--- config.mk ---
export PLATFORM = sky130hd
export DESIGN_NAME = shift_arbiter
export DESIGN_NICKNAME = d
export VERILOG_FILES = /design/src/rtl/shift_arbiter.sv
export SDC_FILE = /design/constraint.sdc
export NUM_CORES = 1
export LEC_CHECK = 0
export ABC_CLOCK_PERIOD_IN_PS = 2100
export BUFFER_PORTS_ARGS = -buffer_cell sky130_fd_sc_hd__buf_2
export CAP_MARGIN = 40
export CORE_MARGIN = 4
export CORE_UTILIZATION = 35
export CTS_CLUSTER_SIZE = 16
export DETAILED_ROUTE_END_ITERATION = 6
export PLACE_DENSITY_LB_ADDON = 0.1
export SLEW_MARGIN = 15
export SYNTH_ARGS = -nofsm -noshare
export SYNTH_HDL_FRONTEND = slang
export SYNTH_SLANG_ARGS = --single-unit
--- constraint.sdc ---
create_clock -name CLK -period 2.1 [get_ports CLK]
set_input_delay 0.21 -clock CLK [delete_from_list [all_inputs] [get_ports CLK]]
set_output_delay 0.21 -clock CLK [all_outputs]
set_load 0.01 [all_outputs]
--- src/rtl/shift_arbiter.sv ---
// rtl/shift_arbiter.sv - two-requester REQ/ACK arbiter in front of one shared SHIFT32
// SHIFT_ARB_FIXED_PRI_EN: requester 0 always wins contention instead of round-robin.

module shift_arbiter (
   input  logic        CLK,
   input  logic        RST,
   input  logic        REQ0,
   input  logic        REQ1,
   input  logic [31:0] D0,
   input  logic [31:0] D1,
   input  logic [31:0] S0,
   input  logic [31:0] S1,
   input  logic        LNR0,
   input  logic        LNR1,
   output logic        ACK0,
   output logic        ACK1,
   output logic [31:0] RES,
   output logic [31:0] SH_D,
   output logic [31:0] SH_S,
   output logic        SH_LNR,
   input  logic [31:0] SH_Y
);

   typedef enum logic [1:0] {IDLE, ISSUE, HOLD} state_t;

   state_t      state_q, state_d;
   logic        win_q, win_d;
   logic        last_q, last_d;
   logic [31:0] opnd_q, opnd_d;
   logic [31:0] amt_q, amt_d;
   logic        lnr_q, lnr_d;
   logic [31:0] res_q, res_d;
   logic        ack0_q, ack0_d;
   logic        ack1_q, ack1_d;
   logic        pick;
   logic        win_req;

   always_comb begin
`ifdef SHIFT_ARB_FIXED_PRI_EN
      pick = ~REQ0;
`else
      // Under contention the requester that did not win last time goes first.
      pick = (REQ0 && REQ1) ? ~last_q : REQ1;
`endif
   end

   assign win_req = win_q ? REQ1 : REQ0;

   always_comb begin
      state_d = state_q;
      win_d   = win_q;
      last_d  = last_q;
      opnd_d  = opnd_q;
      amt_d   = amt_q;
      lnr_d   = lnr_q;
      res_d   = res_q;
      ack0_d  = ack0_q;
      ack1_d  = ack1_q;
      case (state_q)
         IDLE: begin
            if (REQ0 || REQ1) begin
               win_d   = pick;
               last_d  = pick;
               opnd_d  = pick ? D1 : D0;
               amt_d   = pick ? S1 : S0;
               lnr_d   = pick ? LNR1 : LNR0;
               state_d = ISSUE;
            end
         end
         ISSUE: begin
            res_d   = SH_Y;
            ack0_d  = ~win_q;
            ack1_d  = win_q;
            state_d = HOLD;
         end
         HOLD: begin
            // The loser's request is left pending until we are back in IDLE.
            if (!win_req) begin
               ack0_d  = 1'b0;
               ack1_d  = 1'b0;
               state_d = IDLE;
            end
         end
         default: begin
            ack0_d  = 1'b0;
            ack1_d  = 1'b0;
            state_d = IDLE;
         end
      endcase
   end

   always_ff @(posedge CLK or negedge RST) begin
      if (!RST) begin
         state_q <= IDLE;
         win_q   <= 1'b0;
         last_q  <= 1'b1;
         opnd_q  <= 32'd0;
         amt_q   <= 32'd0;
         lnr_q   <= 1'b0;
         res_q   <= 32'd0;
         ack0_q  <= 1'b0;
         ack1_q  <= 1'b0;
      end else begin
         state_q <= state_d;
         win_q   <= win_d;
         last_q  <= last_d;
         opnd_q  <= opnd_d;
         amt_q   <= amt_d;
         lnr_q   <= lnr_d;
         res_q   <= res_d;
         ack0_q  <= ack0_d;
         ack1_q  <= ack1_d;
      end
   end

   assign ACK0   = ack0_q;
   assign ACK1   = ack1_q;
   assign RES    = res_q;
   assign SH_D   = opnd_q;
   assign SH_S   = amt_q;
   assign SH_LNR = lnr_q;

endmodule

==> results of run 1 <==
-- per-layer routing --
layer / GRT usage, % / share of wire [%] / wire, um
met1: 16.93 / 37 / 4348
met2: 26.54 / 52 / 6081
met3: 5.075 / 9.0 / 1056
met4: 6.378 / 2.6 / 307
met5: 0 / 0 / 0
-- final cells by class --
class	instances	share of cell area, %
Clock inverter	6	1.093
Multi-Input combinational cell	176	31.44
Inverter	1	0.05654
Tap cell	176	3.317
Clock buffer	9	3.392
Timing Repair Buffer	274	21.86
Sequential cell	103	38.84
-- worst max-delay path: stages (launching register included) --
cell     delay, ns
dfstp_2       0.55
a21bo_4       0.27
buf_12        0.24
mux2_2        0.35
mux2_2        0.26
-- cell families after synthesis --
kind of cell           count (synthesis)  synth area share (%)
muxes                                165                 41.73
DFF                                  103                 53.78
buffers and inverters                 20                 2.844
AOI/OAI and AO/OA                      8                 1.357
and+or+nand+nor                        3                0.2872
-- layout by cell type (no fill, tap or decap) --
cell type / count
a21bo_2: 1
a21bo_4: 1
a21oi_1: 1
a31oi_1: 1
buf_12: 4
buf_2: 263
buf_4: 6
bufinv_16: 1
clkbuf_16: 9
clkinv_4: 4
clkinvlp_4: 1
dfrtp_1: 102
dfstp_2: 1
dlygate4sd3_1: 1
inv_1: 1
mux2_2: 123
mux2_4: 39
mux2i_1: 3
nand2b_1: 1
nor2_1: 2
o21a_2: 1
o2bb2ai_1: 2
o32ai_1: 1
-- where the power goes --
| part | total (W) | internal (W) | switching (W) |
|---|---|---|---|
| registers | 0.00351 | 0.00303 | 0.000484 |
| logic | 0.00418 | 0.00230 | 0.00188 |
| clock network | 0.00165 | 0.000925 | 0.000729 |
| total | 0.00934 | 0.00625 | 0.00309 |
-- state kept, by name, indices dropped and copies added (netlist names) --
register	flops
ACK0	1
RES	32
ACK1	1
state_q	2
win_q	1
SH_D	32
last_q	1
SH_LNR	1
SH_S	32
-- final timing paths --
kind,from,to,slack (ns),cells past startpoint
setup / recovery,last_q,SH_D[11],0.29,4
hold reg to reg,RES[1],RES[1],0.50,1
setup reg to reg,last_q,SH_D[11],0.29,4
min in group asynchronous,RST,SH_S[21],0.31,2
hold / removal,REQ0,last_q,0.07,2
max in group asynchronous,RST,RES[9],1.12,3
-- repair_timing --
action / 4_1_cts / 5_1_grt
hold buffers: 1 / 0
buffers inserted: 0 / 0
endpoints found under the hold margin: 23 / 0
-- stage by stage --
stage / hold slack [ns] / setup slack [ns] / cell area [um2] / power (W) / utilization (%)
after global placement: 0.1411 / 0.3268 / 6331 / 0.007725 / 47.43
after detailed placement: 0.1388 / 0.2926 / 6331 / 0.007830 / 47.43
after CTS: 0.05433 / 0.2769 / 6639 / 0.009526 / 49.74
after global routing: 0.07988 / 0.2306 / 6639 / 0.009985 / 49.74
after floorplan: -0.08559 / 0.4614 / 4795 / 0.006177 / -
final: 0.07257 / 0.2941 / 6639 / 0.009340 / 49.74
==> reports/qor.yml, run 1 <==
yosys:
  synth_largest_area_cell: "dfrtp_1"
  netlist_area_um2: 4795
  synth_common_cells: "mux2_2 (123), dfrtp_1 (102), mux2_4 (39)"
  syn_inst: 299
  ys_seq_area_share_pct: 53.78
  synth_top_area_share_pct: 53.24
  synth_nets: 465
  ys_types: 19
  synth_edf_count: 0
  avgSynthCellArea_um2: 16.04
  yosysMostFrequentCell: "mux2_2"
  ys_ff_latch: 103
  synth_flop_cell: "dfrtp_1"
  yosys_warnings: 0
  synthTopCellsByArea: "dfrtp_1 (53%), mux2_2 (29%), mux2_4 (12%)"
  async_flop_share_pct: 100.0
detailed_routing:
  ant_nets: 0
  wl_um: 11790
  dr_total_vias: 3424
  wl_per_cell_um: 15.83
  dr.pass1.iters: 4
  avgViaCountPerCell: 4.596
  drtIter0Drc: 109
  drcViolationCount: 0
timing:
  fmax_mhz: 553.7
  finalHoldViolCount: 0
  finalCritPeriodShare_pct: 86.00
  worstMarginPinSlew_ns: 0.4161
  slew_headroom_pct: 72.26
  period_needed_ns: 1.806
  skew_ns: 0.006373
  tns_ns: 0
  finalSetupViolations: 0
  rsz0062_at_grt: "false"
  drv_slew: 0
global_routing:
  grt_remaining_overflow: 0
  grt_start_max_net_pins: 43
  antenna_found_initial: 0
  grt_first_pass_wirelength_um: 19090
  track_usage_pct: 15.18
  grt_pass1_vias: 3737
setup_path:
  critPathKind: "reg -> reg"
  worstPathArrival_ns: 2.03
  critPathLaunchType: "flip-flop"
  cp_data_required_time_ns: 2.32
  crit_fanout: 23
  critPathCaptureType: "flip-flop"
cells_and_area:
  syn2layout_area_growth_pct: 38.47
  fillerInstances: 1227
  final-seq-area_um2: 2579
  final_nets: 731
  diodes: 0
  drive_gt1_share_pct: 79.79
  instances_no_fill: 745
  multi_input_area_um2: 2087
floorplan:
  rows: 42
  core_area_um2: 13350
  die_x_um: 125.0
  die_y_um: 125.0
  die_area_um2: 15640
  start_util_pct: 35.92
  pin_count: 265
outcome:
  status: "completed"
cts:
  clk_latency_ns: 0.34
  cts_tree: "built"
  cts_resized: 0
  cts_made_buffers: 9
  cts_root_buf: "clkbuf_16"
  cts.sinks: 103
  clk_pin_slew_ns: 0.07
  htree_num_levels: 3
  cts_buffer_depth: 2
pwr:
  p_leak_nw: 3.324
  power_density_nw_per_um2: 1407
  max-vdd-ir-drop_v: 0.0005184
place:
  dpl.cell_count: 729
  placement.io_buffers: 264
  dp_hpwl_um: 9321
  globalplace.congestion: 0.8582
job:
  maxCapViolCount: 0
worst_hold_path:
  hp-class: "in -> reg"
No activity file was read; power rests on OpenSTA's default activity.
==> run 2: changes to the inputs <==
--- a/config.mk
+++ b/config.mk
@@ -17,3 +17,4 @@
 export SYNTH_ARGS = -nofsm -noshare
 export SYNTH_HDL_FRONTEND = slang
 export SYNTH_SLANG_ARGS = --single-unit
+export TNS_END_PERCENT = 30
==> constraint.sdc (replaced) <==
create_clock -name CLK -period 2.1 [get_ports CLK]
set_input_delay 0.42 -clock CLK [delete_from_list [all_inputs] [get_ports CLK]]
set_output_delay 0.42 -clock CLK [all_outputs]
set_load 0.01 [all_outputs]
==> run 2 against run 1 <==
  * Cell area barely moved
  * First-iteration DRC count fell by 28%
  * Sequential power barely moved
  * Non-clock buffer count fell by 3
  * Sequential share of layout area barely moved
  * Largest cell class unchanged
==> reports/qor.yml, run 2 (synthesis gave the netlist of run 1 again) <==
setup_path:
  timing.rr.end: "SH_D[15]"
  cp_data_required_time_ns: 2.32
  crit_fanout: 23
  crit_top_cell: "mux2_2"
  worstRegToRegCells: 4
  cp_slowest_cell: "dfstp_2"
  critPathKind: "reg -> reg"
  cp_cell_sequence: "a21bo_4 > buf_12 > mux2_2 > mux2_2"
  worstPathArrival_ns: 2.03
  reg2reg_setup_slack_ns: 0.30
  rr_startpoint: "last_q"
  slowest_delay_ns: 0.55
  critPathCaptureType: "flip-flop"
  critPathLaunchType: "flip-flop"
pwr:
  total_power_w: 0.009470
  p_leak_nw: 3.318
  max-vdd-ir-drop_v: 0.0005616
  power_density_nw_per_um2: 1427
place:
  place_ws_ns: 0.2302
  globalplace.congestion: 0.8762
  dpl.cell_count: 727
  dp_hpwl_um: 8826
  placement.io_buffers: 264
detailed_routing:
  drtIter0Drc: 78
  dr_total_vias: 3375
  drcViolationCount: 0
  avgViaCountPerCell: 4.542
  wl_um: 11640
  ant_nets: 0
  wl_per_cell_um: 15.66
  dr.pass1.iters: 3
global_routing:
  grt_remaining_overflow: 0
  grt_start_max_net_pins: 104
  grt_first_pass_wirelength_um: 18800
  track_usage_pct: 14.93
  grt_pass1_vias: 3618
  antenna_found_initial: 0
cts:
  cts_resized: 0
  clk_latency_ns: 0.34
  clk_pin_slew_ns: 0.07
  cts_made_buffers: 9
  cts_buffer_depth: 2
  cts.sinks: 103
  post_cts_buffers: 0
  cts_root_buf: "clkbuf_16"
  hold_buffers: 0
  htree_num_levels: 3
  cts_tree: "built"
floorplan:
  die_area_um2: 15640
  rows: 42
  pin_count: 265
  die_y_um: 125.0
  start_util_pct: 35.92
  core_area_um2: 13350
  die_x_um: 125.0
cells_and_area:
  final_nets: 728
  final_common_cell: "buf_2"
  final-seq-area_um2: 2579
  syn2layout_area_growth_pct: 38.44
  diodes: 0
  mostFrequentLayoutCells: "buf_2 (263), mux2_2 (123), dfrtp_1 (102), mux2_4 (39), clkbuf_16 (9)"
  multi_input_area_um2: 2087
  fillerInstances: 1236
  instances_no_fill: 743
  drive_gt1_share_pct: 79.72
timing:
  worstMarginPinSlew_ns: 0.5615
  rsz0062_at_grt: "false"
  fmax_mhz: 554.3
  setup_ws_ns: 0.2959
  slew_headroom_pct: 62.57
  tns_ns: 0
  drv_slew: 0
  period_needed_ns: 1.804
  finalSetupViolations: 0
  skew_ns: 0.005006
  finalHoldViolCount: 0
  whs_ns: 0.1176
  finalCritPeriodShare_pct: 85.91
worst_hold_path:
  hp-class: "in -> async"
job:
  maxCapViolCount: 0
outcome:
  status: "completed"
[run 2: cell type report]
cell class,instances,share of cell area (%)
Sequential cell,103,38.85
Clock inverter,6,1.395
Timing Repair Buffer,271,21.49
Clock buffer,10,3.450
Tap cell,176,3.318
Inverter,1,0.05655
Multi-Input combinational cell,176,31.44
[run 2: worst max path at each step]
| stage | startpoint | endpoint | slack [ns] |
|---|---|---|---|
| final | last_q | SH_D[15] | 0.30 |
| after global routing | last_q | SH_S[1] | 0.23 |
| after CTS | last_q | SH_S[1] | 0.28 |
| after detailed placement | REQ1 | SH_D[26] | 0.23 |
| after global placement | REQ1 | SH_D[18] | 0.28 |
| after floorplan | state_q[0] | SH_D[0] | 0.46 |
[run 2: worst max-delay path, delay by kind of cell, from the launching register on]
family          cells  cell delay, ns
compound gates      1            0.27
buf+inv             1            0.24
flops               1            0.55
mux                 2            0.61
[run 2: through the flow]
step                util [%]  instance area (um2)
detailed placement     47.32                 6316
floorplan                  -                 4795
CTS                    49.73                 6638
finish                 49.73                 6638
global route           49.73                 6638
global placement       47.32                 6316
[run 2: power breakdown]
group / internal (W) / leakage [nW] / switching [W]
clock: 0.00105 / 0.149 / 0.000753
sequential: 0.00302 / 1.21 / 0.000485
combinational: 0.00229 / 1.96 / 0.00186
total: 0.00637 / 3.32 / 0.00310
[run 2: layer usage]
| metal | track usage [%] | routed length, um | up-vias |
|---|---|---|---|
| met5 | 0 | 0 | - |
| met4 | 6.314 | 223 | 0 |
| met3 | 4.563 | 946 | 14 |
| met2 | 25.85 | 5927 | 141 |
| met1 | 17.15 | 4538 | 1619 |
| li1 | - | - | 1601 |
==> run 3: changes to the inputs <==
--- a/config.mk
+++ b/config.mk
@@ -9,10 +9,10 @@
 export BUFFER_PORTS_ARGS = -buffer_cell sky130_fd_sc_hd__buf_2
 export CAP_MARGIN = 40
 export CORE_MARGIN = 4
-export CORE_UTILIZATION = 35
+export CORE_UTILIZATION = 40
 export CTS_CLUSTER_SIZE = 16
 export DETAILED_ROUTE_END_ITERATION = 6
-export PLACE_DENSITY_LB_ADDON = 0.1
+export PLACE_DENSITY = 0.73
 export SLEW_MARGIN = 15
 export SYNTH_ARGS = -nofsm -noshare
 export SYNTH_HDL_FRONTEND = slang
==> run 3 against run 2 <==
  * Via count increased by 1.8%
  * Utilization increased by 7.4 points
  * Fmax decreased by 0.50%
  * Global-route usage increased by 2.2 points
  * Cell count decreased by 4.2%
  * Setup slack got worse by 0.0091 ns
  * Register-to-register slack about the same
  * Power decreased by 0.46%
  * Worst hold slack got worse by 0.058 ns
==> reports/qor.yml, run 3 (synthesis gave the netlist of run 1 again) <==
pwr:
  max-vdd-ir-drop_v: 0.0006713
  switching_power_w: 0.003135
  comb_power_share_pct: 44.4
  swShare_pct: 33.25
  clkPwrFrac_pct: 17.9
  p_leak_nw: 3.332
  internal-power_w: 0.006293
  power_density_nw_per_um2: 1426
  p_seq_share_pct: 37.7
floorplan:
  pin_count: 265
  core_area_um2: 11560
  rows: 39
  die_y_um: 117.5
  start_util_pct: 41.46
  die_area_um2: 13800
  die_x_um: 117.5
timing:
  fmax_mhz: 551.5
  finalHoldViolCount: 0
  rsz0062_at_grt: "false"
  tns_ns: 0
  drv_slew: 0
  worstMarginPinSlew_ns: 0.5143
  finalSetupViolations: 0
  skew_ns: 0.01020
  period_needed_ns: 1.813
  setup_ws_ns: 0.2868
  finalCritPeriodShare_pct: 86.34
  slew_headroom_pct: 65.72
cts:
  cts_buffer_depth: 2
  cts_made_buffers: 9
  cts.sinks: 103
  cts_resized: 0
  cts_tree: "built"
  post_cts_buffers: 0
  clk_latency_ns: 0.34
  cts_root_buf: "clkbuf_16"
  hold_buffers: 0
  htree_num_levels: 3
  clk_pin_slew_ns: 0.07
cells_and_area:
  final_nets: 730
  fin_util_pct: 57.16
  drive_gt1_share_pct: 79.96
  instances_no_fill: 712
  diodes: 0
  final_common_cell: "buf_2"
  syn2layout_area_growth_pct: 37.87
  fillerInstances: 941
  mostFrequentLayoutCells: "buf_2 (263), mux2_2 (123), dfrtp_1 (102), mux2_4 (39), clkbuf_16 (9)"
place:
  globalplace.congestion: 0.7930
  place_ws_ns: 0.2172
  dpl.cell_count: 696
  dp_hpwl_um: 9374
  placement.io_buffers: 264
setup_path:
  worstPathArrival_ns: 2.04
  reg2reg_setup_slack_ns: 0.29
  critPathKind: "reg -> reg"
  critPathCaptureType: "flip-flop"
  path_buf_inv: 1
  timing.rr.end: "SH_D[11]"
  cp_slowest_cell: "dfstp_2"
  worstRegToRegCells: 4
  critPathLaunchType: "flip-flop"
  cp_cell_sequence: "a21bo_4 > buf_12 > mux2_2 > mux2_2"
  slowest_delay_ns: 0.55
  cpLargestDelayFamily: "multiplexers"
  crit_top_cell: "mux2_2"
  cp_data_required_time_ns: 2.33
  crit_fanout: 27
  rr_startpoint: "last_q"
detailed_routing:
  avgViaCountPerCell: 4.824
  dr_total_vias: 3435
  dr.pass1.iters: 4
  wl_um: 11910
  ant_nets: 0
  drtIter0Drc: 133
  drcViolationCount: 0
  wl_per_cell_um: 16.73
job:
  maxCapViolCount: 0
global_routing:
  grt_start_max_net_pins: 48
  antenna_found_initial: 0
  grt_pass1_vias: 3812
  grt_first_pass_wirelength_um: 19310
  grt_remaining_overflow: 0
  track_usage_pct: 17.18
worst_hold_path:
  hp-class: "in -> async"
outcome:
  status: "completed"
## run 3: changes by cell type in the layout (fill, tap and decap cells not counted)
cell	before	now
clkbuf_8	0	1
buf_12	4	5
bufinv_16	2	1
buf_4	4	5
clkinvlp_4	2	1
clkinv_2	0	1
clkbuf_1	1	0
clkinv_4	1	2
## run 3: power groups by stage
stage	combinational, W	clock [W]	sequential [W]
after floorplan	0.00216	0	0.00402
after global placement	0.00415	0	0.00354
after detailed placement	0.00426	0	0.00359
after CTS	0.00426	0.00175	0.00356
after global routing	0.00452	0.00185	0.00368
final	0.00419	0.00169	0.00355
## run 3: per-stage QoR
stage / hold WS, ns / cell area (um2) / power (W)
2_1_floorplan: 0.1244 / 4795 / 0.006177
6_report: 0.05953 / 6610 / 0.009427
3_3_place_gp: 0.4243 / 6302 / 0.007692
3_5_place_dp: 0.4338 / 6302 / 0.007845
5_1_grt: 0.08870 / 6610 / 0.01005
4_1_cts: 0.06298 / 6610 / 0.009575
## run 3: per-layer routing
| layer | wire (um) | global-route usage (%) |
|---|---|---|
| met1 | 4493 | 19.40 |
| met2 | 6346 | 30.92 |
| met3 | 799 | 3.988 |
| met4 | 271 | 7.619 |
| met5 | 0 | 0 |
## run 3: how the worst max path moves through the flow
stage | from | end | cells past startpoint
detailed placement | REQ1 | SH_D[11] | 5
floorplan | state_q[0] | SH_D[0] | 6
global placement | REQ1 | SH_D[14] | 5
finish | last_q | SH_D[11] | 4
global route | last_q | SH_D[11] | 4
CTS | last_q | SH_D[11] | 4
## run 3: layout make-up
type	count	area, um2	area share, %
clock inverters	6	68.82	1.041
repair buffers	273	1454	22.00
multi-input cells	176	2087	31.57
inverters	1	3.754	0.05679
well taps	143	178.9	2.707
clock buffers	10	239.0	3.615
flip-flops and latches	103	2579	39.01
